### src/rtl/decoder_rr_arbiter_pkg.sv
// Shared types and constants for the four-way round-robin decoder arbiter.
package decoder_rr_arbiter_pkg;

  localparam int NREQ  = 4;
  localparam int IDX_W = 2;

  localparam logic [NREQ-1:0] GNT_NONE = 4'b1111;

  typedef enum logic [1:0] {
    IDLE  = 2'd0,
    GRANT = 2'd1,
    GAP   = 2'd2
  } arb_state_e;

  // Active-low one-hot select for a (valid, index) pair.
  function automatic logic [NREQ-1:0] decode_n(input logic valid, input logic [IDX_W-1:0] idx);
    return valid ? ~(NREQ'(1) << idx) : GNT_NONE;
  endfunction

endpackage

### src/rtl/decoder_rr_arbiter_if.sv
// Request/grant bundle between the requesters (master) and the arbiter (slave).
interface decoder_rr_arbiter_if
  import decoder_rr_arbiter_pkg::*;
();

  logic [NREQ-1:0]  req;
  logic [NREQ-1:0]  done;
  logic             gnt_valid;
  logic [IDX_W-1:0] gnt_idx;
  logic [NREQ-1:0]  gnt_n;
  logic             timeout;
  logic             busy;

  modport master (
    output req, done,
    input  gnt_valid, gnt_idx, gnt_n, timeout, busy
  );

  modport slave (
    input  req, done,
    output gnt_valid, gnt_idx, gnt_n, timeout, busy
  );

endinterface

### src/rtl/decoder_rr_arbiter_pick.sv
// Combinational round-robin pick: rotate by ptr, fixed-priority encode, un-rotate.
module rr_pick
  import decoder_rr_arbiter_pkg::*;
(
  input  logic [NREQ-1:0]  req,
  input  logic [IDX_W-1:0] ptr,
  output logic             any,
  output logic [IDX_W-1:0] idx
);

  logic [NREQ-1:0]  rot;
  logic [IDX_W-1:0] off;

  // rot[0] is the requester at ptr; the 2-bit index sum wraps modulo 4.
  always_comb begin
    for (int i = 0; i < NREQ; i++) begin
      rot[i] = req[IDX_W'(i) + ptr];
    end
  end

  always_comb begin
    off = '0;
    for (int i = NREQ - 1; i >= 0; i--) begin
      if (rot[i]) off = IDX_W'(i);
    end
  end

  assign any = |rot;
  assign idx = off + ptr;

endmodule

### src/rtl/decoder_rr_arbiter.sv
// Round-robin arbiter with hold timer, break-before-make gap and registered active-low select.
module decoder_rr_arbiter
  import decoder_rr_arbiter_pkg::*;
#(
  parameter int MAX_HOLD = 8,
  parameter int CNT_W    = 8
) (
  input  logic                 clk,
  input  logic                 rst,
  decoder_rr_arbiter_if.slave  bus
);

  localparam logic [CNT_W-1:0] HOLD_LAST = CNT_W'((MAX_HOLD > 0) ? MAX_HOLD - 1 : 0);

  arb_state_e       state, state_next;
  logic [CNT_W-1:0] hold_cnt, hold_next;
  logic [IDX_W-1:0] ptr, ptr_next;
  logic             gnt_valid_q, valid_next;
  logic [IDX_W-1:0] gnt_idx_q, idx_next;
  logic [NREQ-1:0]  gnt_n_q;
  logic             timeout_q, timeout_next;
  logic             busy_q;

  logic             pick_any;
  logic [IDX_W-1:0] pick_idx;
  logic             owner_rel;
  logic             hold_exp;

  rr_pick u_pick (
    .req (bus.req),
    .ptr (ptr),
    .any (pick_any),
    .idx (pick_idx)
  );

  // The owner is always gnt_idx_q; done beats the timer when both fire.
  assign owner_rel = bus.done[gnt_idx_q] || !bus.req[gnt_idx_q];
  assign hold_exp  = (MAX_HOLD != 0) && (hold_cnt == HOLD_LAST);

  always_ff @(posedge clk) begin
    if (rst) begin
      state       <= IDLE;
      hold_cnt    <= '0;
      ptr         <= '0;
      gnt_valid_q <= 1'b0;
      gnt_idx_q   <= '0;
      gnt_n_q     <= GNT_NONE;
      timeout_q   <= 1'b0;
      busy_q      <= 1'b0;
    end else begin
      state       <= state_next;
      hold_cnt    <= hold_next;
      ptr         <= ptr_next;
      gnt_valid_q <= valid_next;
      gnt_idx_q   <= idx_next;
      gnt_n_q     <= decode_n(valid_next, idx_next);
      timeout_q   <= timeout_next;
      busy_q      <= (state_next != IDLE);
    end
  end

  always_comb begin
    state_next = state;
    case (state)
      IDLE:    if (pick_any) state_next = GRANT;
      GRANT:   if (owner_rel || hold_exp) state_next = GAP;
      GAP:     state_next = IDLE;
      default: state_next = IDLE;
    endcase
  end

  // Next values of the registered outputs, hold counter and rotation pointer.
  always_comb begin
    hold_next    = hold_cnt;
    ptr_next     = ptr;
    valid_next   = 1'b0;
    idx_next     = '0;
    timeout_next = 1'b0;
    case (state)
      IDLE: begin
        if (pick_any) begin
          hold_next  = '0;
          valid_next = 1'b1;
          idx_next   = pick_idx;
        end
      end
      GRANT: begin
        if (owner_rel || hold_exp) begin
          hold_next    = '0;
          ptr_next     = gnt_idx_q + IDX_W'(1);
          timeout_next = !owner_rel;
        end else begin
          hold_next  = hold_cnt + CNT_W'(1);
          valid_next = 1'b1;
          idx_next   = gnt_idx_q;
        end
      end
      default: ;
    endcase
  end

  assign bus.gnt_valid = gnt_valid_q;
  assign bus.gnt_idx   = gnt_idx_q;
  assign bus.gnt_n     = gnt_n_q;
  assign bus.timeout   = timeout_q;
  assign bus.busy      = busy_q;

endmodule
### src/flat_wrapper.sv
// flat-port wrapper written by rule: the top's interface ports become plain ports
module decoder_rr_arbiter_flat import decoder_rr_arbiter_pkg::*;
#(
  parameter int MAX_HOLD = 8,
  parameter int CNT_W    = 8
)
  (clk, rst, bus_req, bus_done, bus_gnt_valid, bus_gnt_idx, bus_gnt_n, bus_timeout, bus_busy);
  decoder_rr_arbiter_if bus_i ();
  input  logic clk;
  input  logic rst;
  input wire logic [$bits(bus_i.req)-1:0] bus_req;
  input wire logic [$bits(bus_i.done)-1:0] bus_done;
  output wire logic [$bits(bus_i.gnt_valid)-1:0] bus_gnt_valid;
  output wire logic [$bits(bus_i.gnt_idx)-1:0] bus_gnt_idx;
  output wire logic [$bits(bus_i.gnt_n)-1:0] bus_gnt_n;
  output wire logic [$bits(bus_i.timeout)-1:0] bus_timeout;
  output wire logic [$bits(bus_i.busy)-1:0] bus_busy;
  assign bus_i.req = bus_req;
  assign bus_i.done = bus_done;
  assign bus_gnt_valid = bus_i.gnt_valid;
  assign bus_gnt_idx = bus_i.gnt_idx;
  assign bus_gnt_n = bus_i.gnt_n;
  assign bus_timeout = bus_i.timeout;
  assign bus_busy = bus_i.busy;
  decoder_rr_arbiter #(.MAX_HOLD(MAX_HOLD), .CNT_W(CNT_W)) u_core (.clk(clk), .rst(rst), .bus(bus_i));
endmodule
### config.mk
export PLATFORM = sky130hd
export DESIGN_NAME = decoder_rr_arbiter_flat
export DESIGN_NICKNAME = d
export VERILOG_FILES = /design/src/rtl/decoder_rr_arbiter_pkg.sv /design/src/rtl/decoder_rr_arbiter_if.sv /design/src/rtl/decoder_rr_arbiter_pick.sv /design/src/rtl/decoder_rr_arbiter.sv /design/src/flat_wrapper.sv
export SDC_FILE = /design/constraint.sdc
export NUM_CORES = 1
export LEC_CHECK = 0
export CORE_AREA = 2 2 49 51
export DETAILED_ROUTE_END_ITERATION = 10
export DIE_AREA = 0 0 51 53
export PLACE_DENSITY = 0.88
export SLEW_MARGIN = 20
export SYNTH_ARGS = -nofsm -noshare
export SYNTH_HDL_FRONTEND = slang
export SYNTH_SLANG_ARGS = --single-unit
export TNS_END_PERCENT = 1
### constraint.sdc
create_clock -name clk -period 5.8 [get_ports clk]
set_input_delay 0.87 -clock clk [delete_from_list [all_inputs] [get_ports clk]]
set_output_delay 0.87 -clock clk [all_outputs]
set_load 0.1 [all_outputs]
==> results by group <==
Outcome
  – Status: finished, final reports clean

Finish
  – Area grow syn2layout: 18.29%
  – Diode count: 0
  – Nets: between 150 and 200
  – Layout cell share with drive strength beyond 1: slightly below 8%
  – Fin area: 1351 sq um

Run
  – Number of max-cap violations: 0

Critical path
  – Crit-path leading delay family: buffers and inverters
  – Buffers & Inverters on Critical Path: 2
  – Req. time, crit path: 5.99 ns
  – Worst setup SP type: input port
  – Slowest Stage Delay on Critical Path: roughly 0.6 ns
  – Worst setup EP type: register
  – Crit path DAT: around 3.4 ns
  – Cell chain of the critical path: clkdlybuf4s50_1, inv_1, nand3_1, o311ai_0, a221o_1, ha_1, xnor2_1, or4_1, mux2_2, o2bb2ai_1
  – Top fanout value on the critical path: 7
  – CP Class: input port to register
  – CP max stage cell: clkdlybuf4s50_1

GRT
  – Initial antenna violation count: 0
  – Tot GR Track Use: around 20%
  – Largest net degree at the start of global routing: 18
  – Global-route wire length before repair: about 4100 um
  – Vias in the first global route: a little under 1k
  – Gr ovfl total: 0

Detailed routing
  – Avg WL per Cell: between 10 and 15 um
  – Post-DR vias/cell: between 6 and 7
  – Initial DRC Count: 53
  – Pre-antenna DRT Iters: 4
  – Antenna Nets Post-Route: 0
  – Vias: ~1k
  – DRC viols: 0
  – Total routed wirelength: about 2500 um

Synth
  – Xor-xnor portion of the synthesized cell area: 6.134%
  – Cells after Synth: roughly 120
  – Post-Synth Adder-Cell Area: roughly 2.2%
  – Yosys reg bits: 21
  – Synth Area in Compound Gates: between 15 and 20%
  – Synth Flop Type: dfxtp_1
  – Ys Warns: 0
  – Seq/Total Area, Yosys: between 30 and 40%
  – Post-synthesis cell area: 1142 sq um
  – Largest family of logic cells by synthesized area: simple AND/OR/NAND/NOR gates
  – Async set-reset flop share out of synthesis: 0%
  – Cell variety after synth: between 40 and 50
  – Post-synthesis mux area share: under 10%
  – Post-synth EDFFs: 0
  – Mapped Nets: roughly 140
  – Synthesized area per cell: 9.212 sq um
  – Synth Area in Simple Gates: between 20% and 30%

Power
  – Leakage Power: roughly 0.45 nW
  – Max VDD drop: ~0.00023 V
  – Power Total: around 0.42 mW
  – Pwr Density: between 300 and 400 nW/um^2

CTS
  – # clock sinks: 21
  – Post-CTS setup buffers: 0
  – CTS tree: yes
  – Root Buffer: clkbuf_4
  – Hold-fix buffers at CTS: 0
  – Clk pin slew, worst setup/hold paths: between 0.1 and 0.15 ns
  – CTS Buf Count: 3
  – Clock buffer depth: 2
  – Skew-Pair Late Insertion Delay: 0.30 ns
  – # H-tree levels: 1
  – Post-CTS resize count: 0

STA
  – Clock skew: 0.002026 ns
  – Setup TNS Final: 0 ns
  – RSZ-0062 raised after global routing: no
  – Worst Slack Setup Final: about 2.6 ns
  – Final setup viols: 0
  – Slew Limit Fails: 0
  – Post-layout min period: about 3.2 ns
  – F_max: between 300 and 400 MHz
  – Slew at the pin closest to its max-slew limit: approximately 1 ns
  – Final worst-path cycle share: 54.55%
  – Max-slew headroom: 33.83%
  – Count of final hold-check violations: 0

Floorplanning
  – Die ar.: ~2700 sq um
  – Die Width: 51 um
  – Num ports: 19
  – Rows: 17
  – Core box area: around 2100 sq um
  – Die H: around 53 um
  – Starting Density: between 50% and 60%

Placed design
  – Post-DP HPWL: just under 2000 um
  – Worst slack, placed: between 2 and 2.5 ns
  – Routability cong.: roughly 0.80
  – Port Buf Inserts: 18
  – Area post-placement: around 1300 sq um

Min path
  – Class of the most critical hold timing path: register to register
synthesized netlist by cell type (2+ instances only):
master,instances,share of area (%)
nor3_1,7,3.1
xor2_1,3,2.3
ha_1,2,2.2
nor4_1,2,1.1
nand2_1,7,2.3
nand2b_1,4,2.2
a21oi_1,5,2.2
nor2b_1,4,2.2
mux4_2,2,3.9
nor3b_1,2,1.3
o2bb2ai_1,2,1.5
inv_1,4,1.3
dfxtp_1,21,37
o211ai_1,2,1.3
nor2_1,10,3.3
or3_1,2,1.1
a211oi_1,6,3.9
nand3_1,7,3.1
buf_6,2,2.0
xnor2_1,5,3.8
clkbuf_1,3,0.99
cell type report:
type,count,area [sq um]
clock buffer,3,22.52
clock inverter,1,5.005
fill,190,797.0
inverter,4,15.01
multi-input combinational,94,673.1
sequential,21,420.4
tap,28,35.03
timing repair buffer,18,180.2
logic make-up after synthesis:
| logic type | count (synthesis) |
|---|---|
| xor gates and xnor gates | 8 |
| DFF | 21 |
| adders and majority gates | 2 |
| and+or+nand+nor | 53 |
| muxes | 4 |
| AOI/OAI and AO/OA | 27 |
| buffers and inverters | 9 |
stage by stage:
| stage | utilization, % | hold slack (ns) | instances |
|---|---|---|---|
| CTS | 62.90 | 0.5247 | 169 |
| global placement | 61.62 | 0.4928 | 165 |
| global route | 62.90 | 0.5564 | 169 |
| floorplan | - | 0.4695 | 124 |
| detailed placement | 61.62 | 0.5086 | 165 |
| finish | 62.90 | 0.5195 | 169 |
worst register-to-register path, stage by stage, from the launching register on:
cell and delay, ns:
dfxtp_1 0.52, o311ai_0 0.21, a221o_1 0.36, ha_1 0.19
xnor2_1 0.16, or4_1 0.41, mux2_2 0.31, o2bb2ai_1 0.14
report_power, final:
group          total [mW]  switching [mW]  internal [mW]  leakage (nW)
sequential          0.175          0.0161          0.159         0.172
combinational       0.176           0.120         0.0562         0.261
clock              0.0695          0.0438         0.0257        0.0177
registers in the layout, indices dropped and copies added, names as in the netlist:
name	cells
u_core.bus.busy	1
u_core.bus.gnt_idx	2
u_core.bus.gnt_n	4
u_core.bus.gnt_valid	1
u_core.bus.timeout	1
u_core.hold_cnt	8
u_core.ptr	2
u_core.state	2
cell usage in the layout, fill, tap and decap left out, types with 3 or more instances in the layout:
cell and instances:
dfxtp_1 21, nand2_1 7, xnor2_1 5, a21oi_1 5, nor2_1 10, a211oi_1 6
nor2b_1 4, clkdlybuf4s50_1 18, xor2_1 3, nor3_1 7, nand3_1 7, clkbuf_4 3
nand2b_1 4, inv_1 4
routing by layer:
metal | track usage, % | wire length (um)
met5 | 0 | 0
met4 | 12.16 | 36
met3 | 3.107 | 121
met2 | 38.53 | 1309
met1 | 21.04 | 993
path summary, 6_finish.rpt:
kind | start | endpoint | slack (ns) | depth (start not counted)
max | bus_req[1] | u_core.bus.gnt_n[3] | 2.64 | 10
min | u_core.hold_cnt[0] | u_core.hold_cnt[0] | 0.52 | 2
max reg2reg | u_core.ptr[0] | u_core.bus.gnt_n[3] | 3.40 | 7
min reg2reg | u_core.hold_cnt[0] | u_core.hold_cnt[0] | 0.52 | 2
(Power assumes the default switching activity.)
